<file path="src/rtl/missile_defs.sv">
// Shared widths, defaults and launcher state encoding for the missile
// scheduler, slot and any drawing/collision blocks.
package missile_defs;

  localparam int POS_W           = 10;
  localparam int HC_W            = 8;
  localparam int HC_MAX          = 255;
  localparam int MAX_SLOTS       = 8;
  localparam int DEF_BLOCK_Y     = 100;
  localparam int DEF_BLOCK_X_MAX = 600;
  localparam int DEF_COOLDOWN    = 32;

  typedef logic [POS_W-1:0] pos_t;

  typedef enum logic {
    ST_READY = 1'b0,
    ST_COOL  = 1'b1
  } launch_st_e;

  function automatic logic [3:0] popcount(
    input logic [MAX_SLOTS-1:0] v
  );
    logic [3:0] n;
    n = '0;
    for (int i = 0; i < MAX_SLOTS; i++) begin
      n = n + {3'b000, v[i]};
    end
    return n;
  endfunction

endpackage

</file>
<file path="src/rtl/missile_slot.sv">
// One missile: loads at launch, climbs one row per tick, and retires
// on a block hit or when it reaches row 0.
module missile_slot
  import missile_defs::*;
#(
  parameter int BLOCK_Y     = DEF_BLOCK_Y,
  parameter int BLOCK_X_MAX = DEF_BLOCK_X_MAX
) (
  input  logic clk_i,
  input  logic rst_ni,
  input  logic load_i,
  input  pos_t apx_i,
  input  pos_t apy_i,
  output pos_t mpx_o,
  output pos_t mpy_o,
  output logic active_o,
  output logic hit_o
);

  localparam int   XLIM = (1 << POS_W) - 1;
  localparam pos_t ROW  = pos_t'(BLOCK_Y);
  localparam pos_t XMAX =
    (BLOCK_X_MAX > XLIM) ? pos_t'(XLIM) : pos_t'(BLOCK_X_MAX);

  pos_t mpx_q, mpx_d;
  pos_t mpy_q, mpy_d;
  logic active_q, active_d;
  logic at_row;

  assign at_row   = (mpx_q <= XMAX) && (mpy_q == ROW);
  assign hit_o    = active_q && at_row;
  assign mpx_o    = mpx_q;
  assign mpy_o    = mpy_q;
  assign active_o = active_q;

  // Flight step: hit beats floor-retire beats climbing.
  always_comb begin
    mpx_d    = mpx_q;
    mpy_d    = mpy_q;
    active_d = active_q;
    if (load_i) begin
      mpx_d    = apx_i;
      mpy_d    = apy_i;
      active_d = 1'b1;
    end else if (active_q) begin
      if (at_row) begin
        active_d = 1'b0;
      end else if (mpy_q == '0) begin
        active_d = 1'b0;
      end else begin
        mpy_d = mpy_q - pos_t'(1);
      end
    end
  end

  // Position and flight flag registers.
  always_ff @(posedge clk_i or negedge rst_ni) begin
    if (!rst_ni) begin
      mpx_q    <= '0;
      mpy_q    <= '0;
      active_q <= 1'b0;
    end else begin
      mpx_q    <= mpx_d;
      mpy_q    <= mpy_d;
      active_q <= active_d;
    end
  end

endmodule

</file>
<file path="src/rtl/missile_scheduler.sv">
// Fire-key launcher: edge-detects fire, enforces a cooldown, hands
// launches to free slots round-robin and tallies block hits.
module missile_scheduler
  import missile_defs::*;
#(
  parameter int NUM_SLOTS   = 4,
  parameter int BLOCK_Y     = DEF_BLOCK_Y,
  parameter int BLOCK_X_MAX = DEF_BLOCK_X_MAX,
  parameter int COOLDOWN    = DEF_COOLDOWN
) (
  input  logic                       game_clk,
  input  logic                       reset_n,
  input  logic                       fire_n,
  input  logic [POS_W-1:0]           apx,
  input  logic [POS_W-1:0]           apy,
  output logic [NUM_SLOTS*POS_W-1:0] mpx_flat,
  output logic [NUM_SLOTS*POS_W-1:0] mpy_flat,
  output logic [NUM_SLOTS-1:0]       active,
  output logic [NUM_SLOTS-1:0]       hit_mask,
  output logic                       hit,
  output logic                       fire_ack,
  output logic                       fire_drop,
  output logic [HC_W-1:0]            hit_count
);

  localparam int PTR_W = $clog2(NUM_SLOTS);
  localparam int CD_W  = (COOLDOWN > 1) ? $clog2(COOLDOWN) : 1;

  typedef logic [PTR_W-1:0] ptr_t;
  typedef logic [CD_W-1:0]  cd_t;

  localparam cd_t CD_LOAD = cd_t'(COOLDOWN - 1);

  launch_st_e      st_q, st_d;
  cd_t             cd_q, cd_d;
  ptr_t            rr_q, rr_d;
  ptr_t            sel;
  logic            sel_ok;
  logic            fire_q;
  logic            fire_edge;
  logic            accept;
  logic            ack_q, drop_q;
  logic [HC_W-1:0] hc_q, hc_d;
  logic [HC_W:0]   hc_sum;
  logic [NUM_SLOTS-1:0] load;

  assign fire_edge = fire_q & ~fire_n;
  assign accept    = fire_edge && (st_q == ST_READY) && sel_ok;

  // First free slot at or after rr_q; reverse scan so nearest wins.
  always_comb begin
    sel    = rr_q;
    sel_ok = 1'b0;
    for (int k = NUM_SLOTS - 1; k >= 0; k--) begin
      if (!active[rr_q + ptr_t'(k)]) begin
        sel    = rr_q + ptr_t'(k);
        sel_ok = 1'b1;
      end
    end
  end

  // Launcher FSM; READY returns as the counter lands on zero.
  always_comb begin
    st_d = st_q;
    cd_d = cd_q;
    rr_d = rr_q;
    unique case (st_q)
      ST_READY: begin
        if (accept) begin
          st_d = ST_COOL;
          cd_d = CD_LOAD;
          rr_d = sel + ptr_t'(1);
        end
      end
      ST_COOL: begin
        if (cd_q <= cd_t'(1)) begin
          st_d = ST_READY;
          cd_d = '0;
        end else begin
          cd_d = cd_q - cd_t'(1);
        end
      end
      default: st_d = ST_READY;
    endcase
  end

  assign hc_sum = {1'b0, hc_q}
                + (HC_W+1)'(popcount(MAX_SLOTS'(hit_mask)));
  assign hc_d   = (hc_sum > (HC_W+1)'(HC_MAX))
                ? HC_W'(HC_MAX) : hc_sum[HC_W-1:0];

  // Launcher state, fire history, pulses and hit tally.
  always_ff @(posedge game_clk or negedge reset_n) begin
    if (!reset_n) begin
      st_q   <= ST_READY;
      cd_q   <= '0;
      rr_q   <= '0;
      fire_q <= 1'b1;
      ack_q  <= 1'b0;
      drop_q <= 1'b0;
      hc_q   <= '0;
    end else begin
      st_q   <= st_d;
      cd_q   <= cd_d;
      rr_q   <= rr_d;
      fire_q <= fire_n;
      ack_q  <= accept;
      drop_q <= fire_edge & ~accept;
      hc_q   <= hc_d;
    end
  end

  for (genvar g = 0; g < NUM_SLOTS; g++) begin : g_slot
    assign load[g] = accept && (sel == ptr_t'(g));

    missile_slot #(
      .BLOCK_Y     (BLOCK_Y),
      .BLOCK_X_MAX (BLOCK_X_MAX)
    ) u_slot (
      .clk_i    (game_clk),
      .rst_ni   (reset_n),
      .load_i   (load[g]),
      .apx_i    (apx),
      .apy_i    (apy),
      .mpx_o    (mpx_flat[g*POS_W +: POS_W]),
      .mpy_o    (mpy_flat[g*POS_W +: POS_W]),
      .active_o (active[g]),
      .hit_o    (hit_mask[g])
    );
  end

  assign hit       = |hit_mask;
  assign fire_ack  = ack_q;
  assign fire_drop = drop_q;
  assign hit_count = hc_q;

endmodule
</file>
<file path="config.mk">
export PLATFORM = sky130hd
export DESIGN_NAME = missile_scheduler
export DESIGN_NICKNAME = d
export VERILOG_FILES = /design/src/rtl/missile_defs.sv /design/src/rtl/missile_slot.sv /design/src/rtl/missile_scheduler.sv
export SDC_FILE = /design/constraint.sdc
export NUM_CORES = 1
export LEC_CHECK = 0
export CAP_MARGIN = 0
export CORE_MARGIN = 2
export CORE_UTILIZATION = 46
export CTS_CLUSTER_DIAMETER = 200
export CTS_CLUSTER_SIZE = 12
export DETAILED_ROUTE_END_ITERATION = 16
export PLACE_DENSITY_LB_ADDON = 0.2
export SYNTH_ARGS = -nofsm -noshare
export SYNTH_HDL_FRONTEND = slang
export SYNTH_SLANG_ARGS = --single-unit
</file>
<file path="constraint.sdc">
create_clock -name game_clk -period 2.9 [get_ports game_clk]
set_input_delay 0.58 -clock game_clk [delete_from_list [all_inputs] [get_ports game_clk]]
set_output_delay 0.58 -clock game_clk [all_outputs]
set_load 0.02 [all_outputs]
</file>
==> results.tsv, run 1 <==
metric	value	unit
status	complete, but fails checks	
violations	setup timing	
ios	122	
grt_pass1_wl	24.09	mm
wl_per_cell	17.83	um
synth-seq-area-share	0.4830	
antenna_found_initial	0	
async_reset_ff_frac	1.000	
core-area	0.01137	mm^2
drive_above_1_share	0.2345	
setup_slack	-0.04375	ns
place_area	0.007027	mm^2
place_congestion	0.9431	
numCtsBuffers	9	
max_freq	339.7	MHz
pre_cts_slack	-0.2202	ns
end_kind	flop	
crit_fanout	3	
crit_type	reg -> reg	
drv_slew	0	
switching_share	0.2086	
cts.reportedPaths.clkPinSlew	0.07	ns
wl	15.17	mm
post-route-cell-area	0.007577	mm^2
rsz0062_at_grt	yes	
cellPowerDensity	375.9	mW/mm^2
fin_skew	0.009247	ns
worst_setup_path_start_kind	flop	
portBuffers	121	
ir_worst_vdd	0.3308	mV
syn-cell-area	0.005339	mm^2
avgSynthCellArea	10.09	um^2
synth_edf_count	0	
drt-vias-per-instance	5.492	
drtIter0Drc	219	
leakagePower	0.003308	uW
cts.sinks	103	
cts_tree	done	
drv_cap	0	
hold_viol_final	0	
grt_start_max_net_pins	55	
cp.required	3.18	ns
ys_types	60	
setup_viol	8	
dieArea	0.01248	mm^2
period_minus_slack	2.944	ns
antenna_cells	0	
slew-limit-headroom	0.4535	
cts-root-buf	clkbuf_16	
synthFlopType	dfrtp_1	
p_total	2848	uW
syn-instance-count	529	
num_rows	39	
drc	0	
grt_usage	0.2423	
clock_path_buffers	2	
pwr-share-seq	0.505	
cts-htree-levels	3	
syn_to_final_growth	41.93	%
hp-class	in -> async	
syn_nets	570	
start_util	0.4696	
arrival	3.22	ns
power.share.clock	0.465	
die_y	111.7	um
final_cell_mix	clkdlybuf4s50_1 (115), dfrtp_1 (99), buf_4 (69)	
insertion_delay	0.35	ns
vias	4674	
n_fill_cell	905	
dieWidth	111.7	um
p_comb_frac	0.030	
antenna_left	0	
place_hpwl	11.09	mm
grt_pass1_vias	4688	
p_switching	594.2	uW
synth-warning-count	0	
grt_overflow	0	
first_pass_iters	4	
min_period_over_period	1.015	
p_int	2254	uW
mostFrequentLayoutCell	clkdlybuf4s50_1	
worst_slew_pin_slew	0.8197	ns
synth-seq-cells	103	
final_nets	744	
[metal layers]
metal	track usage	part of all wire
met1	0.3307	0.44
met2	0.3846	0.48
met3	0.04736	0.062
met4	0.09383	0.021
met5	0	0
[through the flow]
stage | utilization | std cells | hold WS [ns] | TNS (ns)
6_report | 0.6664 | 851 | 0.2712 | -0.2294
4_1_cts | 0.6589 | 850 | 0.2885 | -0.1599
3_5_place_dp | 0.6180 | 821 | 0.5185 | -1.293
2_1_floorplan | - | 529 | 0.2844 | 0
3_3_place_gp | 0.6180 | 821 | 0.5090 | -0.3867
5_1_grt | 0.6664 | 851 | 0.3307 | -1.350
[cell usage after synthesis, drive strengths merged, types with 4 or more instances]
master | instances | area (um^2)
nor2 | 51 | 191.4
or3 | 4 | 25.02
buf | 19 | 117.6
clkbuf | 8 | 30.03
nand3 | 11 | 55.05
and3 | 7 | 43.79
a21oi | 34 | 173.9
or4 | 4 | 33.78
nand2 | 63 | 236.5
a31oi | 6 | 37.54
ha | 15 | 187.7
nor4 | 7 | 50.05
dfrtp | 102 | 2552
mux2 | 34 | 382.9
o21ai | 20 | 103.9
nor4b | 6 | 80.08
xnor2 | 21 | 183.9
nand4 | 9 | 56.30
a211o | 6 | 52.55
inv | 24 | 90.09
nor3 | 14 | 75.07
xor2 | 13 | 113.9
[cell families after synthesis]
logic type                 share of synthesized area
AOI/OAI and AO/OA                             0.1116
xor gates and xnor gates                     0.05578
adders and majority gates                    0.04640
buffers and inverters                        0.04453
DFF                                           0.4830
muxes                                        0.07546
and+or+nand+nor                               0.1833
[power groups by stage]
stage,logic (uW),clock network [uW],registers [uW]
final,86.3,1320,1440
after global routing,94.0,1400,1440
after CTS,89.2,1350,1440
after detailed placement,88.9,0,1470
after global placement,88.0,0,1470
after floorplan,2.44,0,1470
[critical path, cell delays in order, from the launching register on]
cell and delay (ns):
dfrtp_2 0.41, inv_2 0.06, ha_2 0.17, nor4b_4 0.25, and4_4 0.29, nand2_4 0.07
inv_4 0.08, fa_1 0.42, inv_2 0.08, fa_2 0.20, inv_2 0.04, fa_2 0.36
and3_4 0.20, and2_4 0.15, a21oi_2 0.10
[layout make-up]
cell class	instances	area, um^2	area share
multi-input cells	375	2670	0.3524
clock buffers	12	246.5	0.03253
clock inverters	4	76.32	0.01007
repair buffers	190	1730	0.2284
well taps	143	178.9	0.02361
inverters	24	92.59	0.01222
flip-flops and latches	103	2582	0.3408
[flip-flops by register name (all words and copies together), names as in the netlist]
signal / cells
rr_q: 2
fire_drop: 1
g_slot.u_slot.mpx_o: 40
fire_ack: 1
fire_q: 1
st_q: 1
cd_q: 5
hit_count: 8
g_slot.u_slot.active_o: 4
g_slot.u_slot.mpy_o: 40
[path summary, 6_finish.rpt]
path | cells after the start | endpoint | from | slack, ns
max | 14 | hit_count[6]$_DFF_PN0_ | g_slot[2].u_slot.mpy_o[0]$_DFFE_PN0P_ | -0.04
min | 1 | g_slot[2].u_slot.mpy_o[6]$_DFFE_PN0P_ | reset_n | 0.27
max reg2reg | 14 | hit_count[6]$_DFF_PN0_ | g_slot[2].u_slot.mpy_o[0]$_DFFE_PN0P_ | -0.04
min reg2reg | 1 | fire_drop$_DFF_PN0_ | fire_q$_DFF_PN1_ | 0.52
max in group asynchronous | 2 | g_slot[0].u_slot.mpx_o[2]$_DFFE_PN0P_ | reset_n | 1.89
min in group game_clk | 1 | fire_drop$_DFF_PN0_ | fire_q$_DFF_PN1_ | 0.52
[timing repair]
item                       4_1_cts  5_1_grt
setup endpoints to repair       13       14
hold buffers                     0        0
setup buffers                   13        2
resized for setup               17       26
cloned                           0        0
pin swaps                        5        9
No activity file was read; power rests on OpenSTA's default activity.
==> inputs of run 2 (changes only) <==
--- a/config.mk
+++ b/config.mk
@@ -6,12 +6,11 @@
 export NUM_CORES = 1
 export LEC_CHECK = 0
 export CAP_MARGIN = 0
-export CORE_MARGIN = 2
 export CORE_UTILIZATION = 46
 export CTS_CLUSTER_DIAMETER = 200
 export CTS_CLUSTER_SIZE = 12
 export DETAILED_ROUTE_END_ITERATION = 16
-export PLACE_DENSITY_LB_ADDON = 0.2
+export PLACE_DENSITY_LB_ADDON = 0.12
 export SYNTH_ARGS = -nofsm -noshare
 export SYNTH_HDL_FRONTEND = slang
 export SYNTH_SLANG_ARGS = --single-unit
==> run 2 against run 1 <==
The flow still finishes with violations (setup timing). Final cell count decreased by 0.71%. Clock power decreased by 7%. Sequential power about the same. Hold slack improved by 0.072 ns. First-iteration DRC count increased by 3.2%. Wire length decreased by 3.9%. Highest routed layer unchanged.
==> results.tsv, run 2 (synthesis results as in run 1) <==
metric	value	unit	change
status	complete, but fails checks		
violations	setup timing		
grt_pass1_vias	4360		-7.0%
register_area	0.002582	mm^2	unchanged
wl_per_cell	17.26	um	-3.2%
worst_slew_pin_slew	0.8411	ns	+0.02139 ns
antenna_cells	0		unchanged
crit_fanout	4		+1
core-area	0.01108	mm^2	-2.6%
die_y	109.7	um	-1.8%
crit_type	reg -> reg		
final_nets	741		-0.40%
cts.sinks	103		unchanged
max_freq	336.2	MHz	-1.0%
p_total	2752	uW	-3.4%
antenna_left	0		unchanged
setup_viol	7		-1
period_minus_slack	2.974	ns	+0.03055 ns
first_pass_iters	5		+1
ir_worst_vdd	0.2201	mV	-33%
worst_setup_path_start_kind	flop		
cts-htree-levels	3		unchanged
drc	0		unchanged
slew-limit-headroom	0.4393		-0.01426
drv_cap	0		unchanged
ios	122		unchanged
start_util	0.4819		+0.01236
drive_above_1_share	0.2284		-0.006094
leakagePower	0.003288	uW	-0.61%
drt-vias-per-instance	5.414		-1.4%
portBuffers	121		unchanged
end_kind	flop		
clock_path_buffers	2		unchanged
cellPowerDensity	366.5	mW/mm^2	-2.5%
numCtsBuffers	9		unchanged
drtIter0Drc	226		+3.2%
grt_pass1_wl	22.49	mm	-6.6%
place_congestion	0.8303		-12%
drv_slew	0		unchanged
grt_start_max_net_pins	65		+18%
arrival	3.24	ns	+0.02 ns
setup_slack	-0.07430	ns	-0.03055 ns
min_period_over_period	1.026		+0.01054
multi_input_area	0.002653	mm^2	-0.66%
dieWidth	109.7	um	-1.8%
cts-root-buf	clkbuf_16		
hold_viol_final	0		unchanged
pre_cts_slack	-0.2237	ns	-0.003545 ns
grt_overflow	0		unchanged
place_area	0.007038	mm^2	+0.16%
wl	14.59	mm	-3.9%
hp-class	in -> async		
fin_skew	0.01274	ns	+0.003492 ns
n_fill_cell	917		+1.3%
grt_usage	0.2533		+0.01106
insertion_delay	0.35	ns	about the same
place_hpwl	10.69	mm	-3.6%
vias	4575		-2.1%
whs	0.3432	ns	+0.07201 ns
syn_to_final_growth	40.64	%	
mostFrequentLayoutCell	clkdlybuf4s50_1		
num_rows	38		-2.6%
post-route-cell-area	0.007508	mm^2	-0.91%
cts_tree	done		
antenna_found_initial	0		unchanged
final_cell_mix	clkdlybuf4s50_1 (115), dfrtp_1 (99), buf_4 (67)		
cts.reportedPaths.clkPinSlew	0.07	ns	about the same
setup_tns	-0.4573	ns	-0.2279 ns
rsz0062_at_grt	yes		
dieArea	0.01204	mm^2	-3.5%
cp.required	3.17	ns	about the same
## run 2: cell count changes in the layout (fill, tap and decap cells not counted), moves of 2 or more
cell	change
buf_4	-2
o221ai_2	-2
clkinv_2	+2
o221ai_1	+2
## run 2: repair_timing
action,CTS,global route
gates resized for setup,30,12
endpoints found under the setup margin,13,10
cloned,0,0
setup buffers,4,5
hold buffers,0,0
pin swaps,6,10
## run 2: through the flow
| stage | util | instances |
|---|---|---|
| 2_1_floorplan | - | 529 |
| 3_3_place_gp | 0.6353 | 820 |
| 3_5_place_dp | 0.6353 | 820 |
| 4_1_cts | 0.6730 | 840 |
| 5_1_grt | 0.6778 | 845 |
| 6_report | 0.6778 | 845 |
## run 2: worst paths after layout
path	startpoint	to	slack, ns	cells past startpoint
setup reg to reg	g_slot[0].u_slot.mpx_o[5]$_DFFE_PN0P_	hit_count[6]$_DFF_PN0_	-0.07	14
setup / recovery	g_slot[0].u_slot.mpx_o[5]$_DFFE_PN0P_	hit_count[6]$_DFF_PN0_	-0.07	14
hold reg to reg	fire_q$_DFF_PN1_	fire_drop$_DFF_PN0_	0.53	1
max in group asynchronous	reset_n	g_slot[2].u_slot.mpx_o[5]$_DFFE_PN0P_	1.86	2
min in group game_clk	fire_q$_DFF_PN1_	fire_drop$_DFF_PN0_	0.53	1
hold / removal	reset_n	cd_q[3]$_DFFE_PN0P_	0.34	1
## run 2: cell type report
class | count | share of cell area
Clock buffer | 11 | 0.03233
Clock inverter | 5 | 0.007499
Inverter | 24 | 0.01233
Multi-Input combinational cell | 375 | 0.3533
Sequential cell | 103 | 0.3439
Tap cell | 140 | 0.02333
Timing Repair Buffer | 187 | 0.2273
## run 2: critical path, cell delays in order, from the launching register on
cell and delay (ns):
dfrtp_1 0.40, a211oi_2 0.34, buf_4 0.17, o211ai_1 0.09, nor2_1 0.16, nand2_2 0.11, inv_2 0.08, fa_1 0.43
inv_2 0.07, fa_2 0.19, inv_2 0.04, fa_2 0.37, and3_4 0.20, and2_4 0.13, a21oi_2 0.10
## run 2: where the power goes
part / switching [uW] / leakage [uW] / internal (uW)
Combinational: 55.0 / 0.00187 / 31.8
Sequential: 0.460 / 0.00127 / 1440
Clock: 533 / 0.000146 / 694
## run 2: per-layer routing
layer	up-vias	track usage	wire length, um
li1	2193	-	-
met1	2243	0.3449	6503
met2	132	0.4007	6941
met3	7	0.07172	1034
met4	0	0.06000	109
met5	-	0	0
==> edit 1: new RTL, settings of run 1 <==
Take the reset off `hc_q` and load it in a clocked block of its own.
--- a/src/rtl/missile_scheduler.sv
+++ b/src/rtl/missile_scheduler.sv
@@ -98,7 +98,6 @@
       fire_q <= 1'b1;
       ack_q  <= 1'b0;
       drop_q <= 1'b0;
-      hc_q   <= '0;
     end else begin
       st_q   <= st_d;
       cd_q   <= cd_d;
@@ -106,8 +105,11 @@
       fire_q <= fire_n;
       ack_q  <= accept;
       drop_q <= fire_edge & ~accept;
-      hc_q   <= hc_d;
     end
+  end
+
+  always_ff @(posedge game_clk) begin
+    hc_q <= hc_d;
   end
 
   for (genvar g = 0; g < NUM_SLOTS; g++) begin : g_slot
Check against the original RTL: differs if reset_n is asserted again (counterexample within 4 cycles, from zero or initial values and one cycle with reset_n low); with reset_n held inactive, the same outputs for 10 cycles.
==> edit 1 against run 1 <==
- sequential cell count unchanged
- power down 5.7%
- routed wire length decreased by 2.0%
- sequential power about the same
- largest cell class unchanged
- fmax is 2.6% higher
- setup slack better by 0.074 ns
- clock skew down 0.0032 ns
- die area grew 1.2%
- critical endpoint is now hit_count[1]
- design area is 2.9% lower
- area after synthesis grew 1.2%
- highest routed layer unchanged
- combinational power is 4.9% higher
==> edit 1: results <==
set metrics [dict create \
    outcome "complete, no violations" \
    timing.hold.ws_ns 0.167 \
    seq_area_frac_synth_pct 47.0 \
    yosys_warnings 0 \
    wl_um 14900 \
    synthesis.nets 581 \
    post-place-ws_ns -0.0482 \
    fillers 950 \
    rrSetupSlack_ns 0.03 \
    grtUsageTotal_pct 24.1 \
    dp_hpwl_um 11100 \
    routabilityCongestion 0.903 \
    yosys-top-cells-count "94 x dfrtp_1, 63 x nand2_1, 49 x nor2_1" \
    rr_endpoint "hit_count[1]" \
    r2r.worst_path.cells 11 \
    dr_wl_met3_um 1080 \
    p_leak_nw 3.21 \
    m1WireLength_um 6470 \
    drive_gt1_share_pct 19.1 \
    grt_max_degree 31 \
    ys_async_sr_fraction_pct 92.2 \
    wl_met2_um 7030 \
    worst_slew_pin_slew_ns 0.975 \
    final_nets 733 \
    vdd_drop_max_uv 252 \
    clk_pin_slew_ns 0.07 \
    synth_area_leaders "dfrtp_1 44%, mux2_2 7.1%, nand2_1 4.4%, ha_1 3.5%, nor2_1 3.4%" \
    worstPathArrival_ns 3.11 \
    grt_pass1_vias 4626 \
]
==> edit 1: cell types whose count changed in the layout (fill, tap and decap cells not counted), sizes merged, moves of 5 or more <==
cell | run 1 | this run
buf | 70 | 49
dfrtp | 102 | 94
dfxtp | 0 | 8
a211o | 6 | 1
nand3b | 1 | 6
==> edit 1: repair_timing <==
action | CTS | global route
endpoints found under the setup margin | 8 | 11
buffers inserted | 1 | 2
pin swaps | 1 | 6
gates resized for setup | 13 | 13
==> edit 1: how the worst max path moves through the flow <==
stage	start	endpoint	slack, ns	cells past startpoint
CTS	g_slot[3].u_slot.mpy_o[0]	hit	-0.03	7
global placement	g_slot[3].u_slot.mpy_o[0]	hit	0.03	7
detailed placement	g_slot[2].u_slot.mpy_o[1]	hit_count[1]	-0.05	11
finish	g_slot[2].u_slot.mpy_o[0]	hit_count[1]	0.03	11
global route	g_slot[0].u_slot.mpy_o[0]	hit_count[4]	-0.12	13
floorplan	g_slot[2].u_slot.mpy_o[1]	hit_count[1]	0.01	11
==> edit 1: report_power, final <==
group          switching, mW  total, mW  internal [mW]
sequential          0.000501       1.44           1.44
clock                  0.521       1.16          0.638
combinational         0.0584     0.0905         0.0321
==> edit 1: logic make-up (layout without fill, tap and decap cells) <==
| logic type | Yosys count | after routing | synth area share (%) |
|---|---|---|---|
| AO/OA/AOI/OAI | 98 | 98 | 12.5 |
| XOR/XNOR | 30 | 30 | 4.86 |
| adder cells (fa/ha/maj) | 18 | 18 | 4.59 |
| buffers and inverters | 55 | 212 | 4.65 |
| flip-flops | 103 | 103 | 47.0 |
| multiplexers | 38 | 38 | 7.83 |
| AND/OR/NAND/NOR | 198 | 198 | 18.6 |
==> edit 1: worst max-delay path, stage by stage (launching register included) <==
cell,delay [ns]
dfrtp_2,0.41
inv_2,0.08
ha_1,0.14
nor4b_4,0.24
nand2_2,0.12
nor3_4,0.15
nand2_1,0.12
fa_1,0.48
fa_2,0.35
inv_2,0.08
fa_2,0.43
nand2b_4,0.15
==> edit 1: metal layers <==
metal | global-route usage [%] | vias to the layer above
li1 | - | 2194
met1 | 31.8 | 2304
met2 | 39.2 | 154
met3 | 6.16 | 23
met4 | 8.21 | 0
met5 | 0 | -
==> edit 1: final cells by class <==
cell class,instances,area share [%]
repair buffers,169,21.1
multi-input cells,382,36.7
clock buffers,14,3.60
well taps,143,2.43
clock inverters,2,0.170
inverters,27,1.38
flip-flops and latches,103,34.5
==> edit 1: per-stage QoR <==
step	util, %	instances	instance area [µm²]
after floorplan	-	540	5430
after global placement	61.4	821	7010
after detailed placement	61.4	821	7010
after CTS	64.1	838	7310
after global routing	64.4	840	7360
final	64.4	840	7360
==> edit 2: new RTL, settings of run 1 <==
Without the edit above. `NUM_SLOTS`: 4 -> 2.
--- a/src/rtl/missile_scheduler.sv
+++ b/src/rtl/missile_scheduler.sv
@@ -3,7 +3,7 @@
 module missile_scheduler
   import missile_defs::*;
 #(
-  parameter int NUM_SLOTS   = 4,
+  parameter int NUM_SLOTS   = 2,
   parameter int BLOCK_Y     = DEF_BLOCK_Y,
   parameter int BLOCK_X_MAX = DEF_BLOCK_X_MAX,
   parameter int COOLDOWN    = DEF_COOLDOWN
Interface: changed (resized active, hit_mask, mpx_flat and mpy_flat); port bits go from 122 to 78. No check against the original RTL was run, so the function may have changed too.
==> edit 2 against run 1 <==
- routed wire length fell by 53%
- clock power fell by 52%
- setup slack gained 0.20 ns
- sequential power is 42% lower
- design area is 45% lower
- power is 46% lower
- area after synthesis decreased by 43%
- count of clock-buffer cells in the layout grew 1
- critical path depth down 7
- non-clock buffer count shrank 98
- sequential cell count is 43 lower
- synthesized cell count shrank 48%
- die area decreased by 42%
- fmax rose by 7.3%
- critical path type is now flip-flop to output port
==> edit 2: results <==
set metrics [dict create \
    cts_buffer_depth 2 \
    diodes 0 \
    ys.flop_type "dfrtp_1" \
    grt_pass1_vias 2369 \
    io_buffers 77 \
    post_synth_num_cell_types 60 \
    critical_path.top_delay_family "simple AND/OR/NAND/NOR gates" \
    fillers 526 \
    yosys-top-cells-count "59 x dfrtp_1, 29 x nand2_1, 22 x mux2_2" \
    start_kind "flip-flop" \
    ys_async_sr_fraction_pct 100 \
    grt_antenna_before_repair 0 \
    avgRoutedWirePerCell_um 15.9 \
    cts_max_level 3 \
    skew_ns 0.00429 \
    grtUsageTotal_pct 20.7 \
    synth_area_leaders "dfrtp_1 49%, mux2_2 8.1%, nand2_1 3.6%, ha_1 2.9%, o21ai_0 2.8%" \
    synthesis.nets 307 \
    post_dp_cell_area_um2 3950 \
    final_nets 396 \
    clock_latency_ns 0.33 \
    cp_max_fo 3 \
    via_per_inst 5.40 \
    finalSetupViolCount 0 \
    cts_made_buffers 9 \
    hp-class "input port to async pin" \
    seq_area_frac_synth_pct 49.4 \
    outcome "complete, no violations" \
    cp_slowest_cell "dfrtp_1" \
    grt_max_degree 32 \
    routabilityCongestion 0.803 \
    p_leak_nw 1.74 \
    cpPeakStageDelay_ns 0.39 \
    cts_root_buffer "clkbuf_8" \
    yosys_warnings 0 \
    vdd_drop_max_uv 250 \
    worst_slew_pin_slew_ns 0.758 \
    drt_iter0_markers 181 \
    worstPathArrival_ns 2.16 \
    drive_gt1_share_pct 17.6 \
    cp_num_buf_inv 3 \
    dp_hpwl_um 5160 \
    clk_pin_slew_ns 0.06 \
    r2r.worst_path.cells 11 \
    first_pass_iters 4 \
    grt_pass1_wl_um 11600 \
]
## edit 2: through the flow
stage	setup WS [ns]	power, mW	hold slack (ns)	std cells	util, %
finish	0.156	1.54	0.317	447	64.8
global route	0.0463	1.61	0.358	447	64.8
global placement	-0.0106	0.915	0.512	429	61.8
CTS	0.0452	1.56	0.327	446	64.6
floorplan	0.250	0.859	0.284	276	-
detailed placement	-0.0876	0.915	0.515	429	61.8
## edit 2: cell families after synthesis
group / synth area share (%)
simple gates: 16.5
flops: 49.4
compound gates: 11.9
mux: 9.91
buf+inv: 4.11
xor+xnor: 4.61
fa+ha+maj: 3.54
## edit 2: per-layer routing
| metal | vias to the layer above | part of all wire [%] | wire (µm) | track usage (%) |
|---|---|---|---|---|
| li1 | 1160 | - | - | - |
| met5 | - | 0 | 0 | 0 |
| met2 | 78 | 46 | 3240 | 30.8 |
| met1 | 1170 | 47 | 3320 | 29.1 |
| met3 | 7 | 6.3 | 451 | 5.45 |
| met4 | 0 | 1.4 | 99 | 8.23 |
## edit 2: power breakdown
part | internal, mW | switching (mW)
sequential | 0.839 | 0.000451
clock | 0.330 | 0.308
combinational | 0.0308 | 0.0285
## edit 2: final timing paths
kind                                end  slack, ns                 startpoint
hold / removal                  cd_q[3]       0.32                    reset_n
min in group game_clk         fire_drop       0.52                     fire_q
setup reg to reg           hit_count[7]       0.31  g_slot[0].u_slot.mpy_o[0]
setup / recovery            hit_mask[0]       0.16  g_slot[0].u_slot.mpy_o[0]
hold reg to reg               fire_drop       0.52                     fire_q
max in group asynchronous        fire_q       1.91                    reset_n
## edit 2: timing repair
| item | 4_1_cts | 5_1_grt |
|---|---|---|
| setup buffers | 1 | 1 |
| resized for setup | 5 | 3 |
| setup endpoints to repair | 3 | 2 |
| pin swaps | 2 | 1 |
## edit 2: cell type report
class,count,area (µm²),share of cell area (%)
sequential,60,1500,36.3
multi-input combinational,191,1440,34.8
timing repair buffer,92,896,21.6
clock buffer,13,149,3.60
tap,77,96.3,2.33
inverter,11,41.3,0.997
clock inverter,3,15.0,0.363
